==> config.mk <==
export PLATFORM = sky130hd
export DESIGN_NAME = quad_step_decoder
export DESIGN_NICKNAME = d
export VERILOG_FILES = /design/src/rtl/quad_pkg.sv /design/src/rtl/quad_chan_filter.sv /design/src/rtl/quad_step_decoder.sv
export SDC_FILE = /design/constraint.sdc
export NUM_CORES = 1
export LEC_CHECK = 0
export ABC_CLOCK_PERIOD_IN_PS = 1530
export CAP_MARGIN = 10
export CORE_MARGIN = 4
export CORE_UTILIZATION = 59
export DETAILED_ROUTE_END_ITERATION = 16
export DONT_BUFFER_PORTS = 1
export PLACE_DENSITY = 0.75
export REMOVE_ABC_BUFFERS = 1
export SLEW_MARGIN = 10
export SYNTH_ARGS = -nofsm -noshare
export SYNTH_HDL_FRONTEND = slang
export SYNTH_HIERARCHICAL = 1
export SYNTH_SLANG_ARGS = --single-unit
==> constraint.sdc <==
create_clock -name i_clk -period 1.53 [get_ports i_clk]
set_input_delay 0.153 -clock i_clk [delete_from_list [all_inputs] [get_ports i_clk]]
set_output_delay 0.153 -clock i_clk [all_outputs]
set_load 0.01 [all_outputs]
==> src/rtl/quad_pkg.sv <==
// Shared definitions for the quadrature step decoder.
// Contents:
//   PH_00/PH_10/PH_11/PH_01 : phase encodings of {a_f,b_f}
//   DIR_UP/DIR_DOWN         : o_up_down levels
//   state_t                 : decoder FSM states (INIT, TRACK)
//   step_up/step_down       : neighbouring phase in each direction
package quad_pkg;

  localparam logic [1:0] PH_00 = 2'b00;
  localparam logic [1:0] PH_10 = 2'b10;
  localparam logic [1:0] PH_11 = 2'b11;
  localparam logic [1:0] PH_01 = 2'b01;

  localparam logic DIR_UP   = 1'b1;
  localparam logic DIR_DOWN = 1'b0;

  typedef enum logic {INIT, TRACK} state_t;

  // A leads B: 00 -> 10 -> 11 -> 01 -> 00
  function automatic logic [1:0] step_up(input logic [1:0] ph);
    logic [1:0] nxt;
    case (ph)
      PH_00:   nxt = PH_10;
      PH_10:   nxt = PH_11;
      PH_11:   nxt = PH_01;
      default: nxt = PH_00;
    endcase
    return nxt;
  endfunction

  function automatic logic [1:0] step_down(input logic [1:0] ph);
    logic [1:0] nxt;
    case (ph)
      PH_00:   nxt = PH_01;
      PH_01:   nxt = PH_11;
      PH_11:   nxt = PH_10;
      default: nxt = PH_00;
    endcase
    return nxt;
  endfunction

endpackage

==> src/rtl/quad_chan_filter.sv <==
// One quadrature channel: two-flop synchronizer followed by a glitch filter.
// The filtered value only follows the synchronized input after it has
// differed for FILT_CYC consecutive clocks.
// Ports:
//   clk  : clock, rising edge
//   rst  : asynchronous active-high reset
//   raw  : channel input, asynchronous to clk
//   filt : filtered, synchronized channel level
module quad_chan_filter #(
  parameter int FILT_CYC = 3
) (
  input  logic clk,
  input  logic rst,
  input  logic raw,
  output logic filt
);

  localparam logic [3:0] CNT_LAST = 4'(FILT_CYC - 1);

  logic       sync_1;
  logic       sync_2;
  logic [3:0] cnt;

  // The counter measures how long sync_2 has disagreed with filt; any
  // agreement restarts it, so short pulses never reach filt.
  always_ff @(posedge clk or posedge rst) begin
    if (rst) begin
      sync_1 <= 1'b0;
      sync_2 <= 1'b0;
      cnt    <= 4'd0;
      filt   <= 1'b0;
    end else begin
      sync_1 <= raw;
      sync_2 <= sync_1;
      if (sync_2 == filt) begin
        cnt <= 4'd0;
      end else if (cnt == CNT_LAST) begin
        filt <= sync_2;
        cnt  <= 4'd0;
      end else begin
        cnt <= cnt + 4'd1;
      end
    end
  end

endmodule

==> src/rtl/quad_step_decoder.sv <==
// Quadrature A/B front end for an up/down counter. Filters both channels,
// tracks the phase and emits one o_en pulse per legal step together with
// its direction. Simultaneous changes of both channels flag o_err.
// Ports:
//   i_clk, i_rst : clock (rising edge), asynchronous active-high reset
//   i_enable     : when low, steps are tracked but not reported
//   i_a, i_b     : asynchronous quadrature channels
//   i_err_clr    : synchronous clear of o_err
//   o_en         : one-cycle step pulse (counter i_en)
//   o_up_down    : direction of last step, 1 = up (counter i_up_down)
//   o_err        : sticky illegal-transition flag
module quad_step_decoder
  import quad_pkg::*;
#(
  parameter int FILT_CYC = 3
) (
  input  logic i_clk,
  input  logic i_rst,
  input  logic i_enable,
  input  logic i_a,
  input  logic i_b,
  input  logic i_err_clr,
  output logic o_en,
  output logic o_up_down,
  output logic o_err
);

  // Startup lasts FILT_CYC+3 clocks so the filters have settled on the
  // current input level before the phase is loaded.
  localparam logic [4:0] INIT_LAST = 5'(FILT_CYC + 2);

  logic       a_f;
  logic       b_f;
  logic [1:0] cur;
  state_t     state, state_n;
  logic [1:0] phase, phase_n;
  logic [4:0] init_cnt, init_cnt_n;
  logic       en_n, up_n, err_n;

  quad_chan_filter #(.FILT_CYC(FILT_CYC)) u_filt_a (
    .clk  (i_clk),
    .rst  (i_rst),
    .raw  (i_a),
    .filt (a_f)
  );

  quad_chan_filter #(.FILT_CYC(FILT_CYC)) u_filt_b (
    .clk  (i_clk),
    .rst  (i_rst),
    .raw  (i_b),
    .filt (b_f)
  );

  assign cur = {a_f, b_f};

  always_ff @(posedge i_clk or posedge i_rst) begin
    if (i_rst) begin
      state     <= INIT;
      phase     <= PH_00;
      init_cnt  <= 5'd0;
      o_en      <= 1'b0;
      o_up_down <= DIR_UP;
      o_err     <= 1'b0;
    end else begin
      state     <= state_n;
      phase     <= phase_n;
      init_cnt  <= init_cnt_n;
      o_en      <= en_n;
      o_up_down <= up_n;
      o_err     <= err_n;
    end
  end

  // Error clear is the default and a detected illegal change overrides it,
  // so a set in the same cycle as a clear wins.
  always_comb begin
    state_n    = state;
    phase_n    = phase;
    init_cnt_n = init_cnt;
    en_n       = 1'b0;
    up_n       = o_up_down;
    err_n      = o_err & ~i_err_clr;
    case (state)
      INIT: begin
        if (init_cnt == INIT_LAST) begin
          state_n    = TRACK;
          phase_n    = cur;
          init_cnt_n = 5'd0;
        end else begin
          init_cnt_n = init_cnt + 5'd1;
        end
      end
      default: begin
        if (cur != phase) begin
          phase_n = cur;
          if (cur == step_up(phase)) begin
            up_n = DIR_UP;
            en_n = i_enable;
          end else if (cur == step_down(phase)) begin
            up_n = DIR_DOWN;
            en_n = i_enable;
          end else if (i_enable) begin
            err_n = 1'b1;
          end
        end
      end
    endcase
  end

endmodule
==> results.sh <==
export IMPL_antennaDiodeCount=0
export IMPL_reg2reg_slack_ps=80
export IMPL_syn_to_final_growth_pct=11.3
export IMPL_critPathSlowestCell="dfrtp_1"
export IMPL_htree_levels=1
export IMPL_drt_iter0_drc=8
export IMPL_place_detailed_hpwl_um=1080
export IMPL_final_hold_viol_count=0
export IMPL_initial_core_util_pct=62.4
export IMPL_yosysTopAreaCell="dfrtp_1"
export IMPL_sw_frac_of_total_pct=32.6
export IMPL_path_class="flop to flop"
export IMPL_path_cells="ha_1, nor3b_4, a21o_4, mux2_4"
export IMPL_gr_total_overflow=0
export IMPL_synth_edf_count=0
export IMPL_outcome="finished, final reports clean"
export IMPL_clkPwrFrac_pct=15.5
export IMPL_hold_path_class="primary input to async pin"
export IMPL_synth_avg_cell_area_sq_um=12.4
export IMPL_dpl_cell_area_sq_mm=0.00112
export IMPL_finalSetupViolations=0
export IMPL_slew_limit_headroom_pct=72.3
export IMPL_chipWidth_um=51.0
export IMPL_slew_violations=0
export IMPL_drc=0
export IMPL_fmax_mhz=687
export IMPL_critPathMaxStageDelay_ps=440
export IMPL_r2r_start="init_cnt[0]$_DFFE_PP0N_"
export IMPL_tritoncts="done"
export IMPL_ir_drop_v=0.000844
export IMPL_final_cells=123
export IMPL_gp_congestion=0.800
export IMPL_nets=107
export IMPL_yosysSeqAreaShare_pct=57.6
export IMPL_die_height_um=51.0
export IMPL_synth_most_common_cell="dfrtp_1"
export IMPL_p_leak_nw=0.550
export IMPL_final_area_sq_mm=0.00121
export IMPL_worstReg2RegEnd="phase[1]$_DFFE_PP0P_"
export IMPL_rsz0062_at_grt="no"
export IMPL_grt_usage_pct=14.8
export IMPL_rr_worst_depth=4
export IMPL_antenna_found_initial=0
export IMPL_cts_sink_count=25
export IMPL_dieArea_sq_mm=0.00260
export IMPL_yosys_top_cells_area="dfrtp_1, mux2_2, xnor2_1, xor2_1, nor2_1"
export IMPL_yosysWarnings=6
export IMPL_wire_per_inst_um=12.5
export IMPL_cp_num_buf_inv=0
export IMPL_coreArea_sq_mm=0.00175
export IMPL_vias=625
export IMPL_firstDrtPassIters=2
export IMPL_cp_max_fo=5
export IMPL_syn_cell_area_sq_mm=0.00109
export IMPL_worstSkewPairLatency_ps=310
export IMPL_cts_max_path_buffers=2
export IMPL_grt_pass1_wl_um=2820
export IMPL_layout_drive_gt1_share_pct=18.4
export IMPL_cts_buffers=3
export IMPL_netlist_area_leader_share_pct=55.2
export IMPL_synth_common_cells="dfrtp_1, nor2_1, inv_1, xnor2_1, xor2_1"
export IMPL_ys_ff_latch=25
export IMPL_cp_end_kind="flop"
export IMPL_skew_ps=5.29
export IMPL_cellPowerDensity_mw_per_mm2=1490
export IMPL_crit_family="flip-flops"
export IMPL_rows=15
export IMPL_synth_ff_type="dfrtp_1"
export IMPL_root_buffer="clkbuf_4"
export IMPL_p_seq_share_pct=57.0
export IMPL_n_fill_cell=107
export IMPL_clk_pin_slew_ps=130
export IMPL_grt_max_degree=15
export IMPL_syn_inst=88
export IMPL_numPlacedInstances=113
export IMPL_routed_wl_um=1530
export IMPL_first_global_vias=662
export IMPL_worst_pin_slew_ps=414
export IMPL_io_buffer_count=0
export IMPL_drv_cap=0
export IMPL_cp_start_kind="flop"
export IMPL_pwr_share_comb_pct=27.5
export IMPL_synth_distinct_cells=24
export IMPL_vias_per_cell=5.08
export IMPL_p_int_w=0.00122
export IMPL_post_route_period_util_pct=95.1
export IMPL_crit_arrival_ps=1670
export IMPL_totalNegativeSetupSlack_ps=0
export IMPL_final_min_clock_period_ps=1450
export IMPL_p_sw_w=0.000589
export IMPL_async_flop_share_pct=100
export IMPL_antenna_left=0
export IMPL_whs_ps=249
export IMPL_num_io_pins=9
export IMPL_critical_path_required_ps=1740
[worst max-delay path by stage]
stage                                  startpoint              endpoint  cells past startpoint
after global placement    init_cnt[0]$_DFFE_PP0N_  phase[1]$_DFFE_PP0P_                      4
after floorplan           init_cnt[0]$_DFFE_PP0N_  phase[0]$_DFFE_PP0P_                      4
after detailed placement  init_cnt[1]$_DFFE_PP0N_  phase[1]$_DFFE_PP0P_                      5
after global routing      init_cnt[1]$_DFFE_PP0N_  phase[1]$_DFFE_PP0P_                      5
final                     init_cnt[0]$_DFFE_PP0N_  phase[1]$_DFFE_PP0P_                      4
after CTS                 init_cnt[1]$_DFFE_PP0N_  phase[1]$_DFFE_PP0P_                      5
[layout make-up]
type | instances | area (sq um) | share of cell area [%]
Clock inverter | 1 | 5.00 | 0.413
Inverter | 6 | 22.5 | 1.86
Tap cell | 25 | 31.3 | 2.58
Clock buffer | 3 | 22.5 | 1.86
Sequential cell | 25 | 627 | 51.8
Timing Repair Buffer | 6 | 57.6 | 4.75
Multi-Input combinational cell | 57 | 445 | 36.8
[logic make-up after synthesis]
family          synth area share (%)
fa+ha+maj                       2.30
compound gates                  8.16
buf+inv                         2.07
xor+xnor                        9.66
simple gates                    12.3
flops                           57.6
mux                             7.93
[repair_timing]
action	4_1_cts	5_1_grt
resized for setup	0	1
endpoints found under the hold margin	28	0
endpoints found under the setup margin	0	2
setup buffers	0	1
hold buffers	5	0
[cells in the final DEF (no fill, tap or decap), types with 3 or more instances in the layout]
cell type      count
clkbuf_4           3
dfrtp_1           24
dlygate4sd3_1      5
inv_1              6
mux2_2             5
nand2_1            4
nand3_1            3
nor2_1             9
o21ai_0            5
xnor2_1            6
xor2_1             6
[through the flow]
stage               utilization [%]  power, W  worst slack, ps
floorplan                         -   0.00144              145
CTS                            68.6   0.00182             51.8
detailed placement             64.2   0.00153             76.6
finish                         69.4   0.00180             75.3
global placement               64.2   0.00152              124
global route                   69.4   0.00194             5.28
[worst register-to-register path, cell delays in order (launching register included)]
cell and delay (ps):
dfrtp_1 440, ha_1 230, nor3b_4 160, a21o_4 240
mux2_4 300
[power by group through the flow]
stage | clock network (W) | logic [W] | registers (W)
2_1_floorplan | 0 | 0.000435 | 0.00100
4_1_cts | 0.000293 | 0.000500 | 0.00103
6_report | 0.000280 | 0.000496 | 0.00103
3_3_place_gp | 0 | 0.000475 | 0.00104
5_1_grt | 0.000319 | 0.000561 | 0.00106
3_5_place_dp | 0 | 0.000488 | 0.00104
[layer usage]
metal / global-route usage (%) / share of wire, % / vias up
li1: - / - / 319
met3: 4.08 / 2.3 / 4
met2: 22.7 / 45 / 7
met1: 17.8 / 50 / 295
met5: 0 / 0 / -
met4: 10.8 / 2.7 / 0
[registers in the layout, summed over array words and instances, names as in the netlist]
name             flops
u_filt_a/sync_1      1
phase                2
u_filt_b/filt        1
o_up_down            1
o_err                1
u_filt_a/sync_2      1
u_filt_a/cnt         4
o_en                 1
u_filt_b/sync_1      1
u_filt_b/sync_2      1
u_filt_a/filt        1
state                1
u_filt_b/cnt         4
init_cnt             5
Note: power is estimated with default switching activity, not from simulation.
